===== src/rtl/timer_bank_pkg.sv =====
// Shared constants and types for the parametrised timer bank.
package timer_bank_pkg;

  localparam int TMR_ACTIVE_BIT  = 28;
  localparam int TMR_MODE_BIT    = 29;
  localparam int TMR_IEN_BIT     = 30;

  localparam int MAX_TIMERS      = 32;
  localparam int MAX_TIMER_WIDTH = 28;

  typedef enum logic {
    MODE_ONESHOT = 1'b0,
    MODE_RELOAD  = 1'b1
  } tmr_mode_e;

endpackage


===== src/rtl/timer_bank_param_channel.sv =====
// One down-counting timer: count, hidden reload value, control bits and a
// combinational expiry pulse that the bank latches into its status register.
module timer_channel
  import timer_bank_pkg::*;
#(
  parameter int TIMER_WIDTH = 20
) (
  input  logic        clk_i,
  input  logic        rst_ni,
  input  logic        tick_i,
  input  logic        load_i,
  input  logic [31:0] load_data_i,
  output logic [31:0] word_o,
  output logic        expire_o
);

  localparam logic [TIMER_WIDTH-1:0] ONE = TIMER_WIDTH'(1);

  logic [TIMER_WIDTH-1:0] count_q, count_d;
  logic [TIMER_WIDTH-1:0] reload_q, reload_d;
  logic                   active_q, active_d;
  tmr_mode_e              mode_q, mode_d;
  logic                   ien_q, ien_d;
  logic                   unused_data;

  // Only the count field and the three control bits are stored.
  assign unused_data = ^load_data_i;

  always_ff @(posedge clk_i or negedge rst_ni) begin
    if (!rst_ni) begin
      count_q  <= '0;
      reload_q <= '0;
      active_q <= 1'b0;
      mode_q   <= MODE_ONESHOT;
      ien_q    <= 1'b0;
    end else begin
      count_q  <= count_d;
      reload_q <= reload_d;
      active_q <= active_d;
      mode_q   <= mode_d;
      ien_q    <= ien_d;
    end
  end

  // A load overrides a coincident tick, so it can never report an expiry.
  always_comb begin
    count_d  = count_q;
    reload_d = reload_q;
    active_d = active_q;
    mode_d   = mode_q;
    ien_d    = ien_q;
    expire_o = 1'b0;
    if (load_i) begin
      count_d  = load_data_i[TIMER_WIDTH-1:0];
      reload_d = load_data_i[TIMER_WIDTH-1:0];
      active_d = load_data_i[TMR_ACTIVE_BIT];
      mode_d   = tmr_mode_e'(load_data_i[TMR_MODE_BIT]);
      ien_d    = load_data_i[TMR_IEN_BIT];
    end else if (tick_i && active_q) begin
      if (count_q > ONE) begin
        count_d = count_q - ONE;
      end else if (count_q == ONE) begin
        expire_o = 1'b1;
        if (mode_q == MODE_RELOAD) begin
          count_d = reload_q;
        end else begin
          count_d  = '0;
          active_d = 1'b0;
        end
      end
    end
  end

  always_comb begin
    word_o                    = '0;
    word_o[TIMER_WIDTH-1:0]   = count_q;
    word_o[TMR_ACTIVE_BIT]    = active_q;
    word_o[TMR_MODE_BIT]      = mode_q;
    word_o[TMR_IEN_BIT]       = ien_q;
  end

endmodule


===== src/rtl/timer_bank_param.sv =====
// Parametrised bank of down-counting timers on an AVMM slave with sticky
// W1C expiry status and a registered level interrupt.
module timer_bank_param
  import timer_bank_pkg::*;
#(
  parameter int NUM_TIMERS  = 8,
  parameter int TIMER_WIDTH = 20,
  parameter int ADDR_WIDTH  = $clog2(NUM_TIMERS + 1)
) (
  input  logic                  clk,
  input  logic                  areset_n,
  input  logic                  iTickCE,
  input  logic [ADDR_WIDTH-1:0] avmm_address,
  input  logic                  avmm_read,
  input  logic                  avmm_write,
  input  logic [31:0]           avmm_writedata,
  output logic [31:0]           avmm_readdata,
  output logic                  avmm_readdatavalid,
  output logic                  irq
);

  if (NUM_TIMERS < 1 || NUM_TIMERS > MAX_TIMERS) begin : g_bad_num_timers
    $error("timer_bank_param: NUM_TIMERS out of range 1..32");
  end
  if (TIMER_WIDTH < 1 || TIMER_WIDTH > MAX_TIMER_WIDTH) begin : g_bad_timer_width
    $error("timer_bank_param: TIMER_WIDTH out of range 1..28");
  end

  logic [1:0]            rst_sync_q;
  logic                  rst_n;
  logic [1:0]            tick_hist_q;
  logic                  tick;
  logic [NUM_TIMERS-1:0] load_vec;
  logic [NUM_TIMERS-1:0] expire_vec;
  logic [NUM_TIMERS-1:0] ien_vec;
  logic [NUM_TIMERS-1:0] w1c_mask;
  logic [NUM_TIMERS-1:0] expired_q, expired_d;
  logic [31:0]           words [NUM_TIMERS];
  logic                  status_wr;
  logic [31:0]           rd_word;
  logic [31:0]           rdata_q;
  logic                  rvalid_q;
  logic                  irq_q;

  // Assertion is immediate; release is retimed so no flop leaves reset mid-cycle.
  always_ff @(posedge clk or negedge areset_n) begin
    if (!areset_n) rst_sync_q <= 2'b00;
    else           rst_sync_q <= {rst_sync_q[0], 1'b1};
  end
  assign rst_n = rst_sync_q[1];

  always_ff @(posedge clk or negedge rst_n) begin
    if (!rst_n) tick_hist_q <= 2'b00;
    else        tick_hist_q <= {tick_hist_q[0], iTickCE};
  end
  assign tick = tick_hist_q[0] & ~tick_hist_q[1];

  assign status_wr = avmm_write && (avmm_address == ADDR_WIDTH'(NUM_TIMERS));
  assign w1c_mask  = status_wr ? avmm_writedata[NUM_TIMERS-1:0] : '0;

  for (genvar i = 0; i < NUM_TIMERS; i++) begin : g_timer
    assign load_vec[i] = avmm_write && (avmm_address == ADDR_WIDTH'(i));
    assign ien_vec[i]  = words[i][TMR_IEN_BIT];

    timer_channel #(
      .TIMER_WIDTH(TIMER_WIDTH)
    ) u_channel (
      .clk_i       (clk),
      .rst_ni      (rst_n),
      .tick_i      (tick),
      .load_i      (load_vec[i]),
      .load_data_i (avmm_writedata),
      .word_o      (words[i]),
      .expire_o    (expire_vec[i])
    );
  end

  // A new expiry beats a clear arriving in the same cycle.
  assign expired_d = (expired_q & ~load_vec & ~w1c_mask) | expire_vec;

  always_comb begin
    rd_word = '0;
    for (int k = 0; k < NUM_TIMERS; k++) begin
      if (avmm_address == ADDR_WIDTH'(k)) rd_word = words[k];
    end
    if (avmm_address == ADDR_WIDTH'(NUM_TIMERS)) rd_word[NUM_TIMERS-1:0] = expired_q;
  end

  always_ff @(posedge clk or negedge rst_n) begin
    if (!rst_n) begin
      expired_q <= '0;
      irq_q     <= 1'b0;
      rdata_q   <= '0;
      rvalid_q  <= 1'b0;
    end else begin
      expired_q <= expired_d;
      irq_q     <= |(expired_q & ien_vec);
      rvalid_q  <= avmm_read;
      if (avmm_read) rdata_q <= rd_word;
    end
  end

  assign avmm_readdata      = rdata_q;
  assign avmm_readdatavalid = rvalid_q;
  assign irq                = irq_q;

endmodule


===== config.mk =====
export PLATFORM = sky130hd
export DESIGN_NAME = timer_bank_param
export DESIGN_NICKNAME = d
export VERILOG_FILES = /design/src/rtl/timer_bank_pkg.sv /design/src/rtl/timer_bank_param_channel.sv /design/src/rtl/timer_bank_param.sv
export SDC_FILE = /design/constraint.sdc
export NUM_CORES = 1
export LEC_CHECK = 0
export BUFFER_PORTS_ARGS = -buffer_cell sky130_fd_sc_hd__buf_2
export CAP_MARGIN = 30
export CORE_MARGIN = 2
export CORE_UTILIZATION = 30
export CTS_CLUSTER_SIZE = 25
export DETAILED_ROUTE_END_ITERATION = 7
export GPL_ROUTABILITY_DRIVEN = 0
export SYNTH_ARGS = -nofsm -noshare
export SYNTH_HDL_FRONTEND = slang
export SYNTH_SLANG_ARGS = --single-unit

===== constraint.sdc =====
create_clock -name clk -period 11.3 [get_ports clk]
set_input_delay 1.695 -clock clk [delete_from_list [all_inputs] [get_ports clk]]
set_output_delay 1.695 -clock clk [all_outputs]
set_load 0.02 [all_outputs]

==> out/results.txt <==
RSZ-0062 raised after global routing - no
power after layout - 0.004851 W
Initial Util - 30.36%
final hold viol count - 0
Slew @ Worst Pin - 1.066 ns
commonest non-fill, non-tap cell in the layout - nand2_1
CP arrival - 4.62 ns
CTS tree - done
Seq/Total Area, Yosys - 43.78%
all-layer global routing usage - 21.11%
cell mode on critical path - buf_4
final setup fails - 0
Post-CTS Resized - 0
Crit Path Max Fanout - 43
# Post-CTS Setup Buffers - 0
Inserted Clock Buffers - 44
Antenna Nets Post-Route - 0
area delta synth->final - 11.69%
final setup TNS - 0 ns
drt drc - 0
clock skew - 0.02852 ns
asr flop ratio synth - 100.0%
routed length per placed instance - 22.41 um
status - completed
Reg2Reg Launch Point - g_timer[4].u_channel.count_q[16]
Nets - 2676
initial antenna violation count - 6
final worst setup slack - 7.205 ns
Tcrit/Tclk final - 36.24%
Synth top area share - 43.78%
most frequent cells in the layout - nand2_1, dfrtp_1, o21ai_0, nor2_1, a21oi_1
Reg clk slew, reported paths - 0.06 ns
largest net degree at the start of global routing - 155
crit path max-delay cell type - nor4_2
total wire length - 80740 um
crit start category - input port
max incr delay on CP - 0.91 ns
GRT Residual Overflow - 0
Ys Warns - 0
sinks on the clock net - 381
vias - 21100
Max Cap Viol - 0
Gate Count Post-Synth - 2663
power density over cell area - 199.4 nW/um2
Yosys reg bits - 381
Post-synth EDFFs - 0
H-Tree Depth - 2
share of layout cells above drive strength 1 - 9.351%
Fill cells - 7535
first-pass GRT wire length - 122000 um
post-route cell area - 24320 um2
leak pwr - 10.14 nW
Fmax achieved - 0.2442 GHz
Die Ht - 273.4 um
vias in the first global route - 19140
syn avg cell area - 8.179 um2
worst r2r dst - g_timer[4].u_channel.count_q[13]
Min Clock Period, post-route - 4.095 ns
crit path launch - avmm_address[0]
antenna diode count - 0
Slew headroom - 28.26%
Max Slew Vio Count - 0
DP HPWL - 54120 um
smallest hold slack - 0.2771 ns
area taken by multi-input logic gates - 11370 um2
Cell variety after synth - 91
synth top area cells - dfrtp_1, nand2_1, o21ai_0
HP Class - register to asynchronous set/reset pin
Die X - 273.4 um
Post-DP Area - 22840 um2
worst reg2reg setup slack - 7.88 ns
FF-to-FF path depth - 7
vias per cell - 5.856
Clock Latency Late Sink - 0.60 ns
CTS root buf - clkbuf_16
Max VDD drop - 0.0001205 V
I/O pin total - 75
area of the core - 71730 um2
CP Capture Type - register
CP Cell Sequence - buf_2, buf_4, nand2b_1, nor2_2, buf_4, nor4_2, buf_4, nand2_1, a21oi_1, a221o_1
Yosys top cell by area - dfrtp_1
Hold Buf Count CTS - 0
clock buffer depth - 3
Req. time, crit path - 11.82 ns
Syn Std Cell Area - 21780 um2
Pre-antenna DRT Iters - 8
IO buf count - 56
CP endpoint - g_timer[2].u_channel.count_q[14]
die area - 74770 um2
pre-CTS setup slack - 6.700 ns
DRT iter0 DRCs - 2720
Storage cell area - 9538 um2
Std-Cell Rows - 98
most frequently used flop master after synthesis - dfrtp_1
critical path type - input port to register
==> per-stage QoR <==
step                instances  util (%)
finish                   3602     33.91
global route             3602     33.91
CTS                      3600     33.87
detailed placement       3521     31.84
global placement         3516     31.75
floorplan                2671         -
==> synth_stat cells, types with 5 or more instances <==
| library cell | number |
|---|---|
| nand2_1 | 667 |
| dfrtp_1 | 381 |
| o21ai_0 | 219 |
| nor2_1 | 218 |
| clkbuf_1 | 148 |
| a21oi_1 | 96 |
| nor3_1 | 91 |
| nand3_1 | 72 |
| o21ai_1 | 59 |
| a31oi_1 | 54 |
| nor4_1 | 49 |
| o211ai_1 | 40 |
| a221oi_1 | 34 |
| and3_1 | 34 |
| a22oi_1 | 29 |
| inv_1 | 28 |
| o31ai_1 | 27 |
| buf_2 | 24 |
| or3_1 | 18 |
| a211oi_1 | 16 |
| ha_1 | 16 |
| mux4_2 | 16 |
| nand4_1 | 16 |
| a222oi_1 | 15 |
| a311oi_1 | 15 |
| a22o_1 | 13 |
| buf_4 | 13 |
| or4_1 | 13 |
| nor3b_1 | 12 |
| nor4_2 | 12 |
| a32oi_1 | 11 |
| and2_1 | 11 |
| nor2b_1 | 11 |
| a21o_1 | 10 |
| a221o_1 | 10 |
| buf_1 | 10 |
| or2_2 | 10 |
| mux2_2 | 7 |
| nand2b_1 | 7 |
| o22ai_1 | 6 |
| o2bb2ai_1 | 6 |
| nand3b_1 | 5 |
| o21a_1 | 5 |
| o311ai_0 | 5 |
| o41ai_1 | 5 |
==> kinds of logic after synthesis <==
logic type	Yosys count	share of synthesized area, %
simple gates	1289	27.10
compound gates	717	21.31
flops	381	43.78
buf+inv	226	4.360
mux	29	2.373
fa+ha+maj	16	0.9192
xor+xnor	3	0.1207
other cells	2	0.03448
==> routing by layer <==
| metal | wire length (um) | track usage [%] | up-vias |
|---|---|---|---|
| met1 | 35410 | 30.42 | 10360 |
| li1 | - | - | 9562 |
| met3 | 7549 | 4.693 | 187 |
| met5 | 64 | 0 | - |
| met2 | 34330 | 30.57 | 974 |
| met4 | 3384 | 8.154 | 10 |
==> how the worst min path moves through the flow <==
stage,end,slack (ns),depth (start not counted)
after floorplan,rst_sync_q[1],0.33,0
after global placement,g_timer[1].u_channel.reload_q[13],0.29,0
after detailed placement,g_timer[1].u_channel.reload_q[11],0.29,0
after CTS,g_timer[1].u_channel.reload_q[8],0.29,0
after global routing,g_timer[1].u_channel.reload_q[8],0.32,0
final,g_timer[1].u_channel.reload_q[11],0.28,0
==> flip-flops by register name (all words and copies together) (netlist names) <==
register and count:
rst_sync_q 2, g_timer.u_channel.active_q 8, irq 1, g_timer.u_channel.ien_q 8
avmm_readdatavalid 1, g_timer.u_channel.count_q 160, avmm_readdata 23, g_timer.u_channel.mode_q 8
tick_hist_q 2, expired_q 8, g_timer.u_channel.reload_q 160
==> worst max-delay path: cells and delay by family <==
family / cells / cell delay, ns
compound gates: 2 / 0.32
simple gates: 4 / 1.36
buf+inv: 4 / 1.18
==> where the power goes <==
part           switching, W  internal [W]  total (W)
clock              0.000622      0.000842    0.00146
combinational      0.000716      0.000443    0.00116
sequential         0.000527       0.00170    0.00223
total               0.00186       0.00299    0.00485
==> final cells by class <==
class / count / share of cell area [%]
clock buffers: 61 / 5.118
clock inverters: 18 / 0.8436
inverters: 28 / 0.4321
multi-input cells: 2064 / 46.75
flip-flops and latches: 381 / 39.21
well taps: 950 / 4.887
repair buffers: 100 / 2.762
No activity file was read; power rests on OpenSTA's default activity.
